$ cat src/rtl/fc3_acc_dff.sv
// fc3 accumulator: counts ones of the per-product bitstreams over a CYCLE-clock
// window per fold pass and hands the lane sums downstream with valid/ready.
//
// state  | meaning
// S_IDLE | waiting for start; last result and fold index held
// S_ACC  | sampling iFmbs/iEn, acc=1, down-counting the window
// S_OUT  | result presented with oValid, waiting for iReady
module fc3_acc_dff #(
   parameter int IDIM  = 1,
   parameter int FOLD  = 1,
   parameter int ODIM  = 1,
   parameter int CYCLE = 256,
   parameter int SW    = $clog2(IDIM*CYCLE+1)
) (
   input  logic                                clk,
   input  logic                                rstn,
   input  logic                                start,
   input  logic [ODIM/FOLD*IDIM-1:0]           iFmbs,
   input  logic [ODIM/FOLD*IDIM-1:0]           iEn,
   output logic                                acc,
   output logic [ODIM/FOLD-1:0][SW-1:0]        oSum,
   output logic [ODIM/FOLD-1:0][SW-1:0]        oEnSum,
   output logic [$clog2(FOLD):0]               oFold,
   output logic                                oValid,
   input  logic                                iReady,
   output logic                                done
);

   localparam int LANES = ODIM/FOLD;
   localparam int PW    = $clog2(IDIM+1);
   localparam int CW    = (CYCLE > 1) ? $clog2(CYCLE) : 1;
   localparam int FW    = $clog2(FOLD) + 1;

   typedef enum logic [1:0] {
      S_IDLE = 2'd0,
      S_ACC  = 2'd1,
      S_OUT  = 2'd2
   } state_t;

   state_t                     state_q, state_d;
   logic [CW-1:0]              cyc_left_q, cyc_left_d;
   logic [FW-1:0]              fold_q, fold_d;
   logic [LANES-1:0][SW-1:0]   sum_q, sum_d;
   logic [LANES-1:0][SW-1:0]   en_q, en_d;
   logic [LANES-1:0][SW-1:0]   out_sum_q, out_sum_d;
   logic [LANES-1:0][SW-1:0]   out_en_q, out_en_d;
   logic                       done_q, done_d;
   logic                       start_ok;
   logic                       window_end;
   logic                       xfer;
   logic                       last_fold;

   function automatic logic [PW-1:0] popcnt(input logic [IDIM-1:0] v);
      logic [PW-1:0] cnt;
      cnt = '0;
      for (int i = 0; i < IDIM; i++) begin
         cnt = cnt + PW'(v[i]);
      end
      return cnt;
   endfunction

   // a start coinciding with the done pulse belongs to the finished run
   assign start_ok   = start && !done_q;
   assign window_end = (cyc_left_q == '0);
   assign xfer       = (state_q == S_OUT) && iReady;
   assign last_fold  = (fold_q == FW'(FOLD-1));

   always_ff @(posedge clk or negedge rstn) begin
      if (!rstn) begin
         state_q <= S_IDLE;
      end else begin
         state_q <= state_d;
      end
   end

   always_comb begin
      state_d = state_q;
      case (state_q)
         S_IDLE: if (start_ok)   state_d = S_ACC;
         S_ACC:  if (window_end) state_d = S_OUT;
         S_OUT:  if (xfer)       state_d = last_fold ? S_IDLE : S_ACC;
         default:                state_d = S_IDLE;
      endcase
   end

   always_comb begin
      acc    = 1'b0;
      oValid = 1'b0;
      case (state_q)
         S_ACC:   acc    = 1'b1;
         S_OUT:   oValid = 1'b1;
         default: ;
      endcase
   end

   always_comb begin
      cyc_left_d = cyc_left_q;
      fold_d     = fold_q;
      sum_d      = sum_q;
      en_d       = en_q;
      out_sum_d  = out_sum_q;
      out_en_d   = out_en_q;
      done_d     = 1'b0;
      case (state_q)
         S_IDLE: begin
            if (start_ok) begin
               cyc_left_d = CW'(CYCLE-1);
               fold_d     = '0;
               sum_d      = '0;
               en_d       = '0;
            end
         end
         S_ACC: begin
            for (int l = 0; l < LANES; l++) begin
               sum_d[l] = sum_q[l] + SW'(popcnt(iFmbs[l*IDIM +: IDIM] & iEn[l*IDIM +: IDIM]));
               en_d[l]  = en_q[l]  + SW'(popcnt(iEn[l*IDIM +: IDIM]));
            end
            if (window_end) begin
               // result registers load with the final sample so they are steady for all of OUT
               out_sum_d = sum_d;
               out_en_d  = en_d;
            end else begin
               cyc_left_d = cyc_left_q - CW'(1);
            end
         end
         S_OUT: begin
            if (xfer) begin
               if (last_fold) begin
                  done_d = 1'b1;
               end else begin
                  fold_d     = fold_q + FW'(1);
                  cyc_left_d = CW'(CYCLE-1);
                  sum_d      = '0;
                  en_d       = '0;
               end
            end
         end
         default: ;
      endcase
   end

   always_ff @(posedge clk or negedge rstn) begin
      if (!rstn) begin
         cyc_left_q <= '0;
         fold_q     <= '0;
         sum_q      <= '0;
         en_q       <= '0;
         out_sum_q  <= '0;
         out_en_q   <= '0;
         done_q     <= 1'b0;
      end else begin
         cyc_left_q <= cyc_left_d;
         fold_q     <= fold_d;
         sum_q      <= sum_d;
         en_q       <= en_d;
         out_sum_q  <= out_sum_d;
         out_en_q   <= out_en_d;
         done_q     <= done_d;
      end
   end

   assign oSum   = out_sum_q;
   assign oEnSum = out_en_q;
   assign oFold  = fold_q;
   assign done   = done_q;

endmodule

$ cat config.mk
export PLATFORM = sky130hd
export DESIGN_NAME = fc3_acc_dff
export DESIGN_NICKNAME = d
export VERILOG_FILES = /design/src/rtl/fc3_acc_dff.sv
export SDC_FILE = /design/constraint.sdc
export NUM_CORES = 1
export LEC_CHECK = 0
export BUFFER_PORTS_ARGS = -buffer_cell sky130_fd_sc_hd__buf_2
export CAP_MARGIN = 20
export CORE_MARGIN = 10
export CORE_UTILIZATION = 45
export DETAILED_ROUTE_END_ITERATION = 12
export PLACE_DENSITY = 0.73
export SLEW_MARGIN = 20
export SYNTH_ARGS = -nofsm -noshare
export SYNTH_HDL_FRONTEND = slang
export SYNTH_SLANG_ARGS = --single-unit
export TNS_END_PERCENT = 1
$ cat constraint.sdc
create_clock -name clk -period 5.8 [get_ports clk]
set_clock_uncertainty 0.15 [all_clocks]
set_input_delay 1.16 -clock clk [delete_from_list [all_inputs] [get_ports clk]]
set_output_delay 1.16 -clock clk [all_outputs]
set_load 0.03 [all_outputs]
======== Word-level counts from Yosys, hierarchy flattened ========
Index checks and enable logic that the tools add are counted.
Widths: inputs -> output; s select.
operators by class
  $add $sub $neg .......................... 4
  multipliers ............................. 0
  div/mod/pow operators ................... 0
  order comparisons ....................... 0
  equal/unequal tests ..................... 7
  shift operators ......................... 0
  mux-type cells .......................... 24
  bitwise logic cells ..................... 1
  reduce and logical (&&, ||, !) cells .... 12
operator list
  kind                 number
  $pmux 9 s3           2
  $mux 8               4
  $mux 9               3
  $pmux 8 s3           1
  $add 9x1->9          2
  $ne 2x2->1 const B   5
  $mux 1               9
  $logic_not 8->1      1
  $sub 8x1->8 const B  1
  $mux 2               3
  $pmux 2 s3           1
  $reduce_and 3->1     2
  $reduce_and 5->1     1
  $reduce_and 4->1     1
  $reduce_bool 3->1    1
  $eq 2x1->1 const B   1
  $eq 2x2->1 const B   1
  $logic_and 1x1->1    2
  $logic_not 2->1      1
  $pmux 1 s2           1
  $reduce_and 2->1     1
  $reduce_bool 2->1    1
  $add 1x1->1 const B  1
  $and 1x1->1          1
  $logic_not 1->1      1
storage, ports and cells
  register bits after elaboration ......... 48
  bits in latches ......................... 0
  memory bits (writable) .................. 0
  ROM bits ................................ 0
  output and inout port bits .............. 22
  memories ................................ 0

======== Logic depth before layout (Yosys ltp) ========
Gate-level depths: netlist of the first run.
  word-level depth ........................ 4
  mapped depth ............................ 8
  depth with buffers taken out ............ 7

======== Least setup slack after synthesis of the first run ========
OpenSTA, ideal clock, no wires.
  path kind ............................... input to register
  start ................................... input iEn
  end ..................................... register sum_q[6] (netlist bit)
  arrival ................................. 2.476 ns
  slack ................................... 3.053 ns
  stages on the path ...................... 8
  path buffers ............................ 1
  cells stage by stage .................... and2_1 -> ha_1 -> ha_1 -> and3_1 -> clkbuf_1 -> and3_1 -> o21ai_0 -> a22o_1
on the way
  longest elaborated chain between the ends .. 3
RTL lines
  what                    line  text
  start: declaration      19    input logic [ODIM/FOLD*IDIM-1:0] iEn,
  $and 1x1->1             115   sum_d[l] = sum_q[l] + SW'(popcnt(iFmbs[l*IDIM +: IDIM] & iEn[l*IDIM +: IDIM]));
  $add 9x1->9             115
  $pmux 9 s3              104   case (state_q)
  end signal: assignment  154   sum_q <= sum_d;
  end: declaration        43    logic [LANES-1:0][SW-1:0] sum_q, sum_d;
Every way passes these cells.
A chain may end at the register's enable or synchronous reset.

======== Worst setup path after layout of the first run ========
  start ................................... register state_q[0]
  end ..................................... output acc
on the way
  longest elaborated chain between the ends .. 2
RTL lines
  what                      line  text
  start: declaration        40    state_t state_q, state_d;
  start signal: assignment  72    state_q <= state_d;
  $eq 2x1->1                89    case (state_q)
  $mux 1                    89
  end: declaration          20    output logic acc,
Every way passes these cells.

==> results of run 1 <==
## layer usage
layer  part of all wire [%]  GRT usage, %
met5                      0             0
met4                    1.4          3.86
met3                    5.6          3.50
met2                     46          17.9
met1                     47          13.4
## cell type report
cell class / count / area, sq um / share of cell area (%)
inverters: 9 / 33.8 / 1.31
flip-flops and latches: 47 / 1180 / 45.7
clock inverters: 1 / 8.76 / 0.340
clock buffers: 7 / 86.3 / 3.36
repair buffers: 28 / 148 / 5.74
multi-input cells: 162 / 1030 / 40.1
well taps: 70 / 87.6 / 3.40
## metrics by stage
step,util (%),cells,hold slack [ps]
after global placement,48.8,316,313
after detailed placement,48.8,316,320
final,50.7,324,332
after CTS,50.6,324,340
after global routing,50.7,324,378
after floorplan,-,233,304
## final timing paths
kind | start | end | slack, ps | cells after the start
worst min register to register | oSum[6] | oSum[6] | 330 | 2
worst min-delay path | oSum[6] | oSum[6] | 330 | 2
min in group asynchronous | rstn | state_q[1] | 710 | 1
max in group asynchronous | rstn | done | 4390 | 1
worst max-delay path | state_q[0] | acc | 2340 | 3
worst max register to register | state_q[0] | cyc_left_q[1] | 2930 | 5
## state kept, by name, indices dropped and copies added (netlist names)
signal      count
state_q         2
cyc_left_q      8
oSum            9
sum_q           9
oEnSum          9
done            1
en_q            9
## worst max-delay path: stages (launching register included)
cell      delay [ps]
dfrtp_1          490
nand2b_1         610
inv_1            440
buf_2            300
## cell usage after synthesis (all sizes together), types with 2 or more instances
cell	instances
dfrtp	47
o21ai	34
nand2	25
nor2	12
xnor2	10
inv	9
a21oi	8
clkbuf	8
a22o	7
buf	7
ha	6
nand3	6
and3	4
mux2	4
o31ai	4
xor2	4
a31oi	3
and2	3
nand2b	3
o22ai	3
or3	3
and4	2
o21a	2
o31a	2
o41ai	2
or4	2
## power by group
group          leakage, uW  internal (uW)  switching, uW
clock network    0.0000484           97.7            109
registers         0.000543            440           93.7
logic             0.000570            175            262
## kinds of logic (layout without fill, tap and decap cells)
| kind of cell | after synthesis | after routing | synth area share (%) |
|---|---|---|---|
| XOR/XNOR | 14 | 14 | 5.27 |
| multiplexers | 4 | 4 | 2.58 |
| AND/OR/NAND/NOR | 65 | 65 | 13.7 |
| other | 1 | 1 | 0.161 |
| flip-flops | 47 | 47 | 50.5 |
| AO/OA/AOI/OAI | 72 | 72 | 19.5 |
| adder cells (fa/ha/maj) | 6 | 6 | 3.23 |
| buffers and inverters | 24 | 45 | 5.11 |
==> metrics, run 1 <==
postcts setup bufs=0; Post-synth EDFFs=0; pwr dens=458 mW/mm^2; Yosys cell types=45; Avg Vias per Cell=5.25; post-route ant nets=0; Final Cycle Share=59.6%; Post-Syn Area=about 0.0023 sq mm; first-pass GRT wire length=just under 8 mm; Syn. warnings=0; number of clock sinks=47; via count=1700; f_max=a little under 0.3 GHz; Hold Crit Class=reg -> reg; Chip Height=91.9 um; Critical Path AT=about 2200 ps; DRT iter0 DRCs=98; TritonRoute pass-1 iters=4; clock tree from TritonCTS=yes; CTS clk-pin slew, worst paths=80 ps; H-tree depth=2; die area=0.00845 sq mm; clk root buf=clkbuf_8; most frequent cells in the layout=dfrtp_1 (47), nand2_1 (25), buf_2 (25), o21ai_0 (20), o21ai_1 (14); Final WS setup=2340 ps; wire per inst=13.7 um; layout overhead on the synthesized area=10.5%; IO Count=28; core area=0.00507 sq mm; Initial Util=45.9%; GPL Wtd Cong=0.768; syn_nets=roughly 250; final wirelength=4.45 mm; Placed Area=0.00247 sq mm; die width=roughly 90 um; Setup TNS=0 ps; fraction of layout cells with a size suffix above 1=17.3%; Skew-Pair Late Insertion Delay=300 ps; row count=26; GRT Overall Usage=approximately 11%; Nets=265; number of synthesized register bits=47; ys async rst share=100%; I/O Buffers=26; Synth Area per Inst=9.99 sq um; Worst EP required=roughly 4500 ps; commonest non-fill, non-tap cell in the layout=dfrtp_1; Setup WS pre-CTS=2650 ps; post-synth top area share=approximately 51%; Ant. Diodes=0; Seq/Total Area, Yosys=about half; Remaining Overflow, GRT=0; hpwl dp=3.16 mm; area leader, netlist=dfrtp_1; Max clock buf depth=2; MaxCap Viol Count=0; Max-slew headroom=between 40% and 50%; pin count of the biggest net entering global routing=48; peak supply drop=205 uV; total chip power=~1200 uW; Post-route DRC=0; status=complete, no violations; CTS Hold Buffers Added=0; Final Max Tran Viols=0; fillers=492; Final setup violation count=0; ys flop type=dfrtp_1; top cells by area in the synthesized netlist=dfrtp_1 (51%), o21ai_0 (4.3%), nand2_1 (4.0%), xnor2_1 (3.8%), ha_1 (3.2%); Hold Fails Final Rpt=0; Worst Path Max Fanout=22; CTS buffer count=5; cell area after layout=~0.0026 sq mm; number of global-route vias before repair=1671; RSZ-0062 raised after global routing=no; post-synthesis cell count=233; initial antenna violation count=0; Worst setup SP type=register; Worst Setup End Kind=primary output; Worst Setup Path Type=reg -> out; slew at the pin with the worst max-slew slack=781 ps; minimum clock period=3460 ps; Leakage=0.00116 uW; post-CTS sizing=0
(Power assumes the default switching activity.)
==> run 2, diff against run 1 <==
--- a/config.mk
+++ b/config.mk
@@ -5,6 +5,7 @@
 export SDC_FILE = /design/constraint.sdc
 export NUM_CORES = 1
 export LEC_CHECK = 0
+export ABC_AREA = 1
 export BUFFER_PORTS_ARGS = -buffer_cell sky130_fd_sc_hd__buf_2
 export CAP_MARGIN = 20
 export CORE_MARGIN = 10
==> constraint.sdc (replaced) <==
create_clock -name clk -period 3.4 [get_ports clk]
set_clock_uncertainty 0.15 [all_clocks]
set_input_delay 0.68 -clock clk [delete_from_list [all_inputs] [get_ports clk]]
set_output_delay 0.68 -clock clk [all_outputs]
set_load 0.03 [all_outputs]
==> metrics, run 2 <==
Final Max Tran Viols=0; GRT Overall Usage=11.8%; Setup WS pre-CTS=1180 ps; number of synthesized register bits=47; CTS Hold Buffers Added=0; via count=1894; post-synthesis mux area share=0%; DRT iter0 DRCs=slightly above 90; row count=26; sw frac=slightly above 40%; die area=approximately 0.0085 sq mm; Final setup violation count=0; Max clock buf depth=2; slew at the pin with the worst max-slew slack=around 600 ps; Seq/Total Area, Yosys=50.3%; ys async rst share=100%; Ant. Diodes=0; Final Cycle Share=between 60% and 70%; switching pwr=770 uW; clock tree from TritonCTS=yes; power share of the sequential group=46.0%; pin count of the biggest net entering global routing=48; Leakage=0.00133 uW; fraction of layout cells with a size suffix above 1=15.0%; Worst EP required=approximately 2600 ps; Worst Path Max Fanout=19; Remaining Overflow, GRT=0; postcts setup bufs=0; peak supply drop=around 370 uV; Critical Path AT=1370 ps; Post-synth EDFFs=0; clk root buf=clkbuf_8; main combinational cell family by area after synthesis=simple AND/OR/NAND/NOR gates; core area=0.00507 sq mm; MaxCap Viol Count=0; syn_nets=306; Initial Util=46.0%; post-synth top area share=50.3%; pwr dens=724 mW/mm^2; Placed Area=0.00251 sq mm; initial antenna violation count=0; Post-route DRC=0; minimum clock period=2200 ps; Avg Vias per Cell=roughly 4.8; H-tree depth=2; Hold Crit Class=in -> async; TritonRoute pass-1 iters=4; f_max=0.454 GHz; Skew-Pair Late Insertion Delay=300 ps; final wirelength=4.79 mm; Synth Area per Inst=roughly 8 sq um; CTS buffer count=5; commonest non-fill, non-tap cell in the layout=nand2_1; wire per inst=12.2 um; post-CTS sizing=0; internal power=1120 uW; layout overhead on the synthesized area=11.5%; synthesized-area fraction occupied by xor and xnor cells=under 10%; Worst Setup Path Type=reg -> out; Core Util, Final=51.3%; top cells by area in the synthesized netlist=dfrtp_1 (50%), nand2_1 (18%), inv_1 (4.5%), o21ai_1 (4.3%), nand3_1 (3.9%); post-synthesis cell count=294; Worst setup SP type=register; I/O Buffers=26; Max-slew headroom=between 60% and 70%; Syn. warnings=0; hpwl dp=3.37 mm; most frequent cell after synthesis=nand2_1; RSZ-0062 raised after global routing=no; Nets=333; Setup TNS=0 ps; top cells by count, synth=nand2_1 (113), dfrtp_1 (47), inv_1 (28); CTS clk-pin slew, worst paths=80 ps; Synth Area in Simple Gates=29.1%; die width=92.1 um; cell area after layout=around 0.0026 sq mm; ys flop type=dfrtp_1; power share of the clock group=between 10% and 20%; post-route ant nets=0; status=complete, no violations; area leader, netlist=dfrtp_1; logic gate share of total power=35.9%; Reg2Reg Depth=8; first-pass GRT wire length=8.36 mm; number of clock sinks=47; Min Hold Slack=237 ps; Worst Setup End Kind=primary output; Yosys cell types=26; Post-Syn Area=0.00234 sq mm; Hold Fails Final Rpt=0; Post-Synth Adder-Cell Area=under 10%; number of global-route vias before repair=1905; most frequent cells in the layout=nand2_1 (112), dfrtp_1 (47), inv_1 (28), buf_2 (25), o21ai_1 (20); compound-cell area share of the yosys netlist=8.03%; Chip Height=slightly above 90 um; IO Count=28; GPL Wtd Cong=~0.83; Final WS setup=about 1200 ps
## run 2: cell types whose count changed after synthesis, sizes merged, moves of 4 or more
| cell | delta |
|---|---|
| a21oi | -6 |
| a22o | -7 |
| and3 | -4 |
| clkbuf | -8 |
| inv | +25 |
| mux2 | -4 |
| nand2 | +89 |
| nand3 | +12 |
| nand4 | +7 |
| o21ai | -5 |
| o31ai | -4 |
| xnor2 | -8 |
## run 2: final cells by class
cell class / count / area (sq um)
timing repair buffer: 27 / 140
clock buffer: 6 / 82.6
tap: 70 / 87.6
fill: 512 / 2470
inverter: 34 / 128
clock inverter: 1 / 5.00
sequential: 47 / 1180
multi-input combinational: 206 / 985
## run 2: kinds of logic (layout without fill, tap and decap cells)
| family | Yosys count | after routing |
|---|---|---|
| buffers and inverters | 41 | 68 |
| AND/OR/NAND/NOR | 160 | 160 |
| other | 1 | 1 |
| XOR/XNOR | 4 | 4 |
| adder cells (fa/ha/maj) | 6 | 6 |
| AO/OA/AOI/OAI | 35 | 35 |
| flip-flops | 47 | 47 |
## run 2: power by group through the flow
stage | clock network [uW] | registers, uW | logic (uW)
4_1_cts | 353 | 867 | 687
3_3_place_gp | 0 | 874 | 667
2_1_floorplan | 0 | 935 | 443
3_5_place_dp | 0 | 874 | 686
5_1_grt | 375 | 898 | 785
6_report | 341 | 868 | 677
## run 2: worst max-delay path: stages (launching register included)
cell	delay (ps)
dfrtp_1	450
nor2_4	120
buf_4	250
buf_2	240
## run 2: final timing paths
path / from / end / slack [ps]
max: state_q[1] / acc / 1200
min: rstn / cyc_left_q[4] / 240
min in group clk: state_q[0] / done / 310
max in group asynchronous: rstn / oSum[0] / 2470
max reg2reg: cyc_left_q[0] / oEnSum[6] / 1510
min reg2reg: state_q[0] / done / 310
## run 2: per-layer routing
metal / vias up / share of wire [%] / GRT usage (%)
met2: 28 / 49 / 20.2
met3: 6 / 3.1 / 3.18
met4: 0 / 1.2 / 5.01
met1: 872 / 47 / 13.4
li1: 988 / - / -
met5: - / 0 / 0
## run 2: stage by stage
stage | power, uW | std cells
detailed placement | 1560 | 384
global route | 2060 | 391
floorplan | 1380 | 294
finish | 1890 | 391
global placement | 1540 | 384
CTS | 1910 | 391
